<file path="src/rtl/nes_bus_arb.sv">
// rtl/nes_bus_arb.sv - CPU / sprite-DMA system bus arbiter with RDY stall and get/put alignment
module nes_bus_arb #(
  parameter bit ALIGN_EN = 1'b1,
  parameter int CNT_W    = 10
) (
  input  logic             i_clk,
  input  logic             i_rstn,
  input  logic [15:0]      i_cpu_addr,
  input  logic             i_cpu_wn,
  input  logic [7:0]       i_cpu_wdata,
  output logic             o_cpu_rdy,
  input  logic             i_spr_req,
  output logic             o_spr_gnt,
  input  logic [15:0]      i_spr_addr,
  input  logic             i_spr_wn,
  input  logic [7:0]       i_spr_wdata,
  output logic [15:0]      o_bus_addr,
  output logic             o_bus_wn,
  output logic [7:0]       o_bus_wdata,
  output logic             o_parity,
  output logic             o_busy,
  output logic [CNT_W-1:0] o_stall_cnt
);

  typedef enum logic [2:0] {
    S_IDLE,
    S_HALT,
    S_ALIGN,
    S_GRANT,
    S_RELEASE
  } state_t;

  localparam logic [CNT_W-1:0] CNT_MAX = '1;

  state_t state;

  always_ff @(posedge i_clk or negedge i_rstn) begin
    if (!i_rstn) begin
      state       <= S_IDLE;
      o_cpu_rdy   <= 1'b1;
      o_spr_gnt   <= 1'b0;
      o_parity    <= 1'b0;
      o_busy      <= 1'b0;
      o_stall_cnt <= '0;
    end else begin
      o_parity <= ~o_parity;
      if (state != S_IDLE && o_stall_cnt != CNT_MAX)
        o_stall_cnt <= o_stall_cnt + 1'b1;

      case (state)
        S_IDLE: begin
          if (i_spr_req) begin
            state       <= S_HALT;
            o_cpu_rdy   <= 1'b0;
            o_busy      <= 1'b1;
            o_stall_cnt <= '0;
          end
        end
        // The 6502 only honours RDY on reads, so wait out any write cycles.
        S_HALT: begin
          if (i_cpu_wn) begin
            if (ALIGN_EN && !o_parity) begin
              state <= S_ALIGN;
            end else begin
              state     <= S_GRANT;
              o_spr_gnt <= 1'b1;
            end
          end
        end
        S_ALIGN: begin
          state     <= S_GRANT;
          o_spr_gnt <= 1'b1;
        end
        S_GRANT: begin
          if (!i_spr_req) begin
            state     <= S_RELEASE;
            o_spr_gnt <= 1'b0;
          end
        end
        S_RELEASE: begin
          state     <= S_IDLE;
          o_cpu_rdy <= 1'b1;
          o_busy    <= 1'b0;
        end
        default: begin
          state     <= S_IDLE;
          o_cpu_rdy <= 1'b1;
          o_spr_gnt <= 1'b0;
          o_busy    <= 1'b0;
        end
      endcase
    end
  end

  // ALIGN and RELEASE park the bus on a harmless RAM read of $0000.
  always_comb begin
    o_bus_addr  = i_cpu_addr;
    o_bus_wn    = i_cpu_wn;
    o_bus_wdata = i_cpu_wdata;
    case (state)
      S_GRANT: begin
        o_bus_addr  = i_spr_addr;
        o_bus_wn    = i_spr_wn;
        o_bus_wdata = i_spr_wdata;
      end
      S_ALIGN, S_RELEASE: begin
        o_bus_addr  = 16'h0000;
        o_bus_wn    = 1'b1;
        o_bus_wdata = 8'h00;
      end
      default: begin
        o_bus_addr  = i_cpu_addr;
        o_bus_wn    = i_cpu_wn;
        o_bus_wdata = i_cpu_wdata;
      end
    endcase
  end

endmodule

</file>
<file path="config.mk">
export PLATFORM = sky130hd
export DESIGN_NAME = nes_bus_arb
export DESIGN_NICKNAME = d
export VERILOG_FILES = /design/src/rtl/nes_bus_arb.sv
export SDC_FILE = /design/constraint.sdc
export NUM_CORES = 1
export LEC_CHECK = 0
export ABC_AREA = 1
export BUFFER_PORTS_ARGS = -buffer_cell sky130_fd_sc_hd__buf_4
export CORE_MARGIN = 2
export CORE_UTILIZATION = 41
export CTS_CLUSTER_SIZE = 8
export DETAILED_ROUTE_END_ITERATION = 8
export PLACE_DENSITY = 0.85
export SYNTH_ARGS = -nofsm -noshare
export SYNTH_HDL_FRONTEND = slang
export SYNTH_SLANG_ARGS = --single-unit
</file>
<file path="constraint.sdc">
create_clock -name i_clk -period 1.8 [get_ports i_clk]
set_input_delay 0.36 -clock i_clk [delete_from_list [all_inputs] [get_ports i_clk]]
set_output_delay 0.36 -clock i_clk [all_outputs]
set_load 0.01 [all_outputs]
</file>
Yosys cells after proc, flatten, opt, wreduce, memory -nomap -nowiden
Cells that the tools add are included.

operators by class
  eq/ne operators = 9
  mux-type cells = 19
  add/subtract/negate cells = 1
  reductions and logical operators = 9
  bitwise gates (word level) = 3

operators by type and width
  operator                                              count
  one-hot mux 16 bit (2 select lines)                   1
  two-way mux 10 bit                                    3
  one-hot mux 8 bit (2 select lines)                    1
  one-hot mux 3 bit (4 select lines)                    1
  adder 10 x 1 -> 10 bit (second input constant)        1
  inequality test 10 bit (second input constant)        1
  two-way mux 3 bit                                     3
  inequality test 2 bit (second input constant)         4
  equality test 3 x 2 -> 1 bit (second input constant)  2
  two-way mux 1 bit                                     6
  one-hot mux 1 bit (2 select lines)                    3
  one-hot mux 1 bit (4 select lines)                    1
  AND reduction 4 bit                                   1
  OR reduction 2 bit                                    2
  equality test 3 x 1 -> 1 bit (second input constant)  1
  equality test 3 bit (second input constant)           1
  zero test 3 bit                                       1
  NOT 1 bit                                             3
  AND reduction 3 bit                                   1
  nonzero test 3 bit                                    1
  OR reduction 3 bit                                    1
  AND reduction 2 bit                                   1
  logical AND 1 bit                                     1

storage, ports and cells
  output and inout port bits = 39
  logic and storage cells = 47
  bits of input ports = 53
  bits in registers = 17

Longest topological paths before layout
  depth after elaboration = 5
  mapped depth = 8
  gate-level depth less buffers = 8

Worst setup path before layout
Ideal clock, no wire load.

  kind = flip-flop to output port
  from = reg state[0]
  to = out o_bus_addr[12]
  path slack = 293 ps
  arrival = 1147 ps
  stages on the path, launching flop included = 5
  path buffers = 1
  required time = 1440 ps
  cells stage by stage = dfrtp_1 > nor2_2 > nand2_2 > buf_6 > a32o_1

between the ends
  word-level cells in the longest chain between the ends = 3
  elaborated cells on any way between the ends = 5
  those cells by class = 3 x eq/ne; 1 x mux; 1 x reduce/logical

ends and longest elaborated chain
  element                                                                     RTL line  RTL
  start, declared                                                             35        state_t state;
  start signal, assigned                                                      39        state <= S_IDLE;
  start signal, assigned                                                      53        state <= S_HALT;
  start signal, assigned                                                      63        state <= S_ALIGN;
  equality test 3 x 2 -> 1 bit / equality test 3 bit (equally long branches)  100       case (state)
  OR reduction 2 bit                                                          100
  one-hot mux 16 bit (2 select lines) (*)                                     100
  end, declared                                                               17        output logic [15:0] o_bus_addr,

Mark *: on every way between the ends. The rest lies on a longest branch, timed or not.

Worst setup path after layout
  from = reg state[1]
  to = out o_bus_addr[6]

Same word-level chain as after synthesis.

==> flow_summary.json <==
{
  "cpLargestDelayFamily": "flip-flops",
  "cts-root-buf": "clkbuf_4",
  "combPwrFrac": 0.740,
  "period_minus_slack_ns": 1.90,
  "drive_gt1_frac": 0.502,
  "die-area_um2": 3720,
  "ant_nets": 0,
  "powerDensity_nw_per_um2": 1500,
  "yosysWarnings": 0,
  "finalCritPeriodShare": 1.06,
  "status": "finished, violations left",
  "wirelength_mm": 5.08,
  "seqPwrFrac": 0.195,
  "cp_max_fo": 7,
  "synth.area.top_cells": "dfrtp_1 (30%), a32o_1 (18%), nand2_1 (9.3%)",
  "synthFlopType": "dfrtp_1",
  "top_layer": "met4",
  "hold_path.class": "in2reg",
  "yosys.area.top_type": "dfrtp_1",
  "cts_tree": "built",
  "grt_setup_unrepaired": "yes",
  "row_count": 20,
  "tightest_slew_ns": 0.311,
  "end_kind": "primary output",
  "syn_avg_cell_area_um2": 8.01,
  "grt_max_degree": 21,
  "cap_violations": 0,
  "fin_setup_tns_ns": -2.04,
  "max_stage_delay_ns": 0.49,
  "synth_cell_type_count": 28,
  "synth_edf_count": 0,
  "grt_pass1_wl_mm": 6.85,
  "final-instance-count-excl-fill": 317,
  "path_buf_inv": 2,
  "layout.nets": 328,
  "switching_share": 0.455,
  "synth_top_cell_area_share": 0.301,
  "worstSkewPairLatency_ns": 0.31,
  "synth-seq-cells": 17,
  "area_growth_pct": 71.6,
  "ioPinCount": 92,
  "grt-ovfl-total": 0,
  "dr_wl_met3_um": 365,
  "finalWorstSetupSlack_ns": -0.101,
  "cts_buffer_depth": 2,
  "initial_utilization": 0.432,
  "drcViolationCount": 0,
  "power_report.internal_total_mw": 1.87,
  "fin_skew_ns": 0.00360,
  "placed_area_um2": 2020,
  "numCtsBuffers": 3,
  "cp.arrival_ns": 1.54,
  "die_y_um": 61.0,
  "critPathKind": "reg2out",
  "diodes": 0,
  "fin_area_um2": 2280,
  "wl_per_cell_um": 16.0,
  "routed_via_density": 5.35,
  "antenna_found_initial": 0,
  "report.final.slew_viol_count": 0,
  "wl_met2_mm": 2.59,
  "wl_met1_mm": 2.00,
  "place_inst": 297,
  "hold_ws_ns": 0.419,
  "synth_fp_nets": 220,
  "async_reset_ff_frac": 1.00,
  "synthCells": 166,
  "yosysMostFrequentCell": "nand2_1",
  "relSlewSlack": 0.791,
  "track_usage": 0.250,
  "setup_violations": 25,
  "firstDrtPassIters": 4,
  "clockPowerShare": 0.064,
  "vdd_drop_max_mv": 0.925,
  "cp_common_cell": "buf_4",
  "violations": "negative setup slack",
  "die_w_um": 61.0,
  "synth_area_um2": 1330,
  "clk_pin_slew_ns": 0.10,
  "post-dp-hpwl_mm": 3.28,
  "cts_max_level": 1,
  "synth_common_cells": "nand2_1 (33), a32o_1 (24), inv_1 (19), nor2_1 (18), dfrtp_1 (16)",
  "portBuffers": 91,
  "crit_path_cell_trace": "nor2_4, buf_4, nand2_4, a32o_1, buf_4",
  "core_area_um2": 3080,
  "hold_viol": 0,
  "max_freq_ghz": 0.526,
  "synth-seq-area-share": 0.321,
  "drt-initial-drc-count": 112,
  "power_mw": 3.43,
  "grt_pass1_vias": 1486,
  "switchingPower_mw": 1.56,
  "worstPathRequired_ns": 1.44,
  "cts.sinks": 17,
  "p_leak_nw": 1.16,
  "vias": 1696,
  "gp_congestion": 0.888,
  "crit_path_start_kind": "flip-flop",
  "slowest_stage": "dfrtp_2"
}
-- worst register-to-register path, delay by kind of cell (launching register included) --
family	cells	cell delay, ns
buffers and inverters	4	0.48
AOI/OAI and AO/OA	1	0.09
and+or+nand+nor	4	0.47
DFF	1	0.49
-- state kept, by name (all words and copies together) (netlist names) --
signal,flops
o_busy,1
o_stall_cnt,10
state,3
o_cpu_rdy,1
o_spr_gnt,1
o_parity,1
-- metrics by stage --
stage / worst slack [ns] / util
6_report: -0.101 / 0.741
5_1_grt: -0.156 / 0.741
4_1_cts: -0.126 / 0.711
3_5_place_dp: 0.0185 / 0.658
3_3_place_gp: 0.0480 / 0.658
2_1_floorplan: 0.293 / -
-- power by group through the flow --
| stage | Sequential [mW] | Combinational [mW] | Clock [mW] |
|---|---|---|---|
| floorplan | 0.685 | 1.21 | 0 |
| global placement | 0.658 | 1.98 | 0 |
| detailed placement | 0.657 | 2.02 | 0 |
| CTS | 0.662 | 2.29 | 0.216 |
| global route | 0.693 | 2.72 | 0.236 |
| finish | 0.671 | 2.54 | 0.221 |
-- routing by layer --
metal / vias to the layer above / global-route usage
met5: - / 0
li1: 803 / -
met1: 804 / 0.319
met4: 0 / 0.0994
met3: 11 / 0.0426
met2: 78 / 0.422
-- area by class of cell --
cell class | instances | area (um^2)
Timing Repair Buffer | 105 | 855
Multi-Input combinational cell | 125 | 831
Fill cell | 231 | 796
Sequential cell | 17 | 430
Inverter | 22 | 85.1
Tap cell | 44 | 55.1
Clock buffer | 4 | 26.3
-- final timing paths --
check                                      end  slack, ns  cells after the start      start
worst min-delay path                  state[2]       0.42                      4  i_spr_req
worst min register to register        o_parity       0.48                      1   o_parity
max in group asynchronous            o_cpu_rdy       1.11                      2     i_rstn
worst max-delay path             o_bus_addr[6]      -0.10                      5   state[1]
worst max register to register  o_stall_cnt[2]       0.17                      9   state[1]
min in group asynchronous       o_stall_cnt[4]       0.44                      2     i_rstn
-- placed cells by master (no fill, tap or decap), drive strengths merged, types with 2 or more instances in the layout --
master and count:
nand4 3, a21oi 3, nor3 2, inv 22
nand2 41, and2 2, nand3b 3, a32o 24
buf 103, dfrtp 16, nor2 26, clkbuf 5
nand3 10, o21ai 8
-- kinds of logic after synthesis --
logic type	after synthesis	synth area share
AND/OR/NAND/NOR	82	0.320
AO/OA/AOI/OAI	37	0.238
buffers and inverters	29	0.112
flip-flops	17	0.321
adder cells (fa/ha/maj)	1	0.00941
-- what timing repair did --
action / 4_1_cts / 5_1_grt
resized for setup: 18 / 7
endpoints found under the hold margin: 16 / 0
gates cloned: 4 / 2
pin swaps: 4 / 3
buffers inserted: 4 / 5
setup endpoints to repair: 25 / 25
hold buffers: 1 / 0
(Power assumes the default switching activity.)
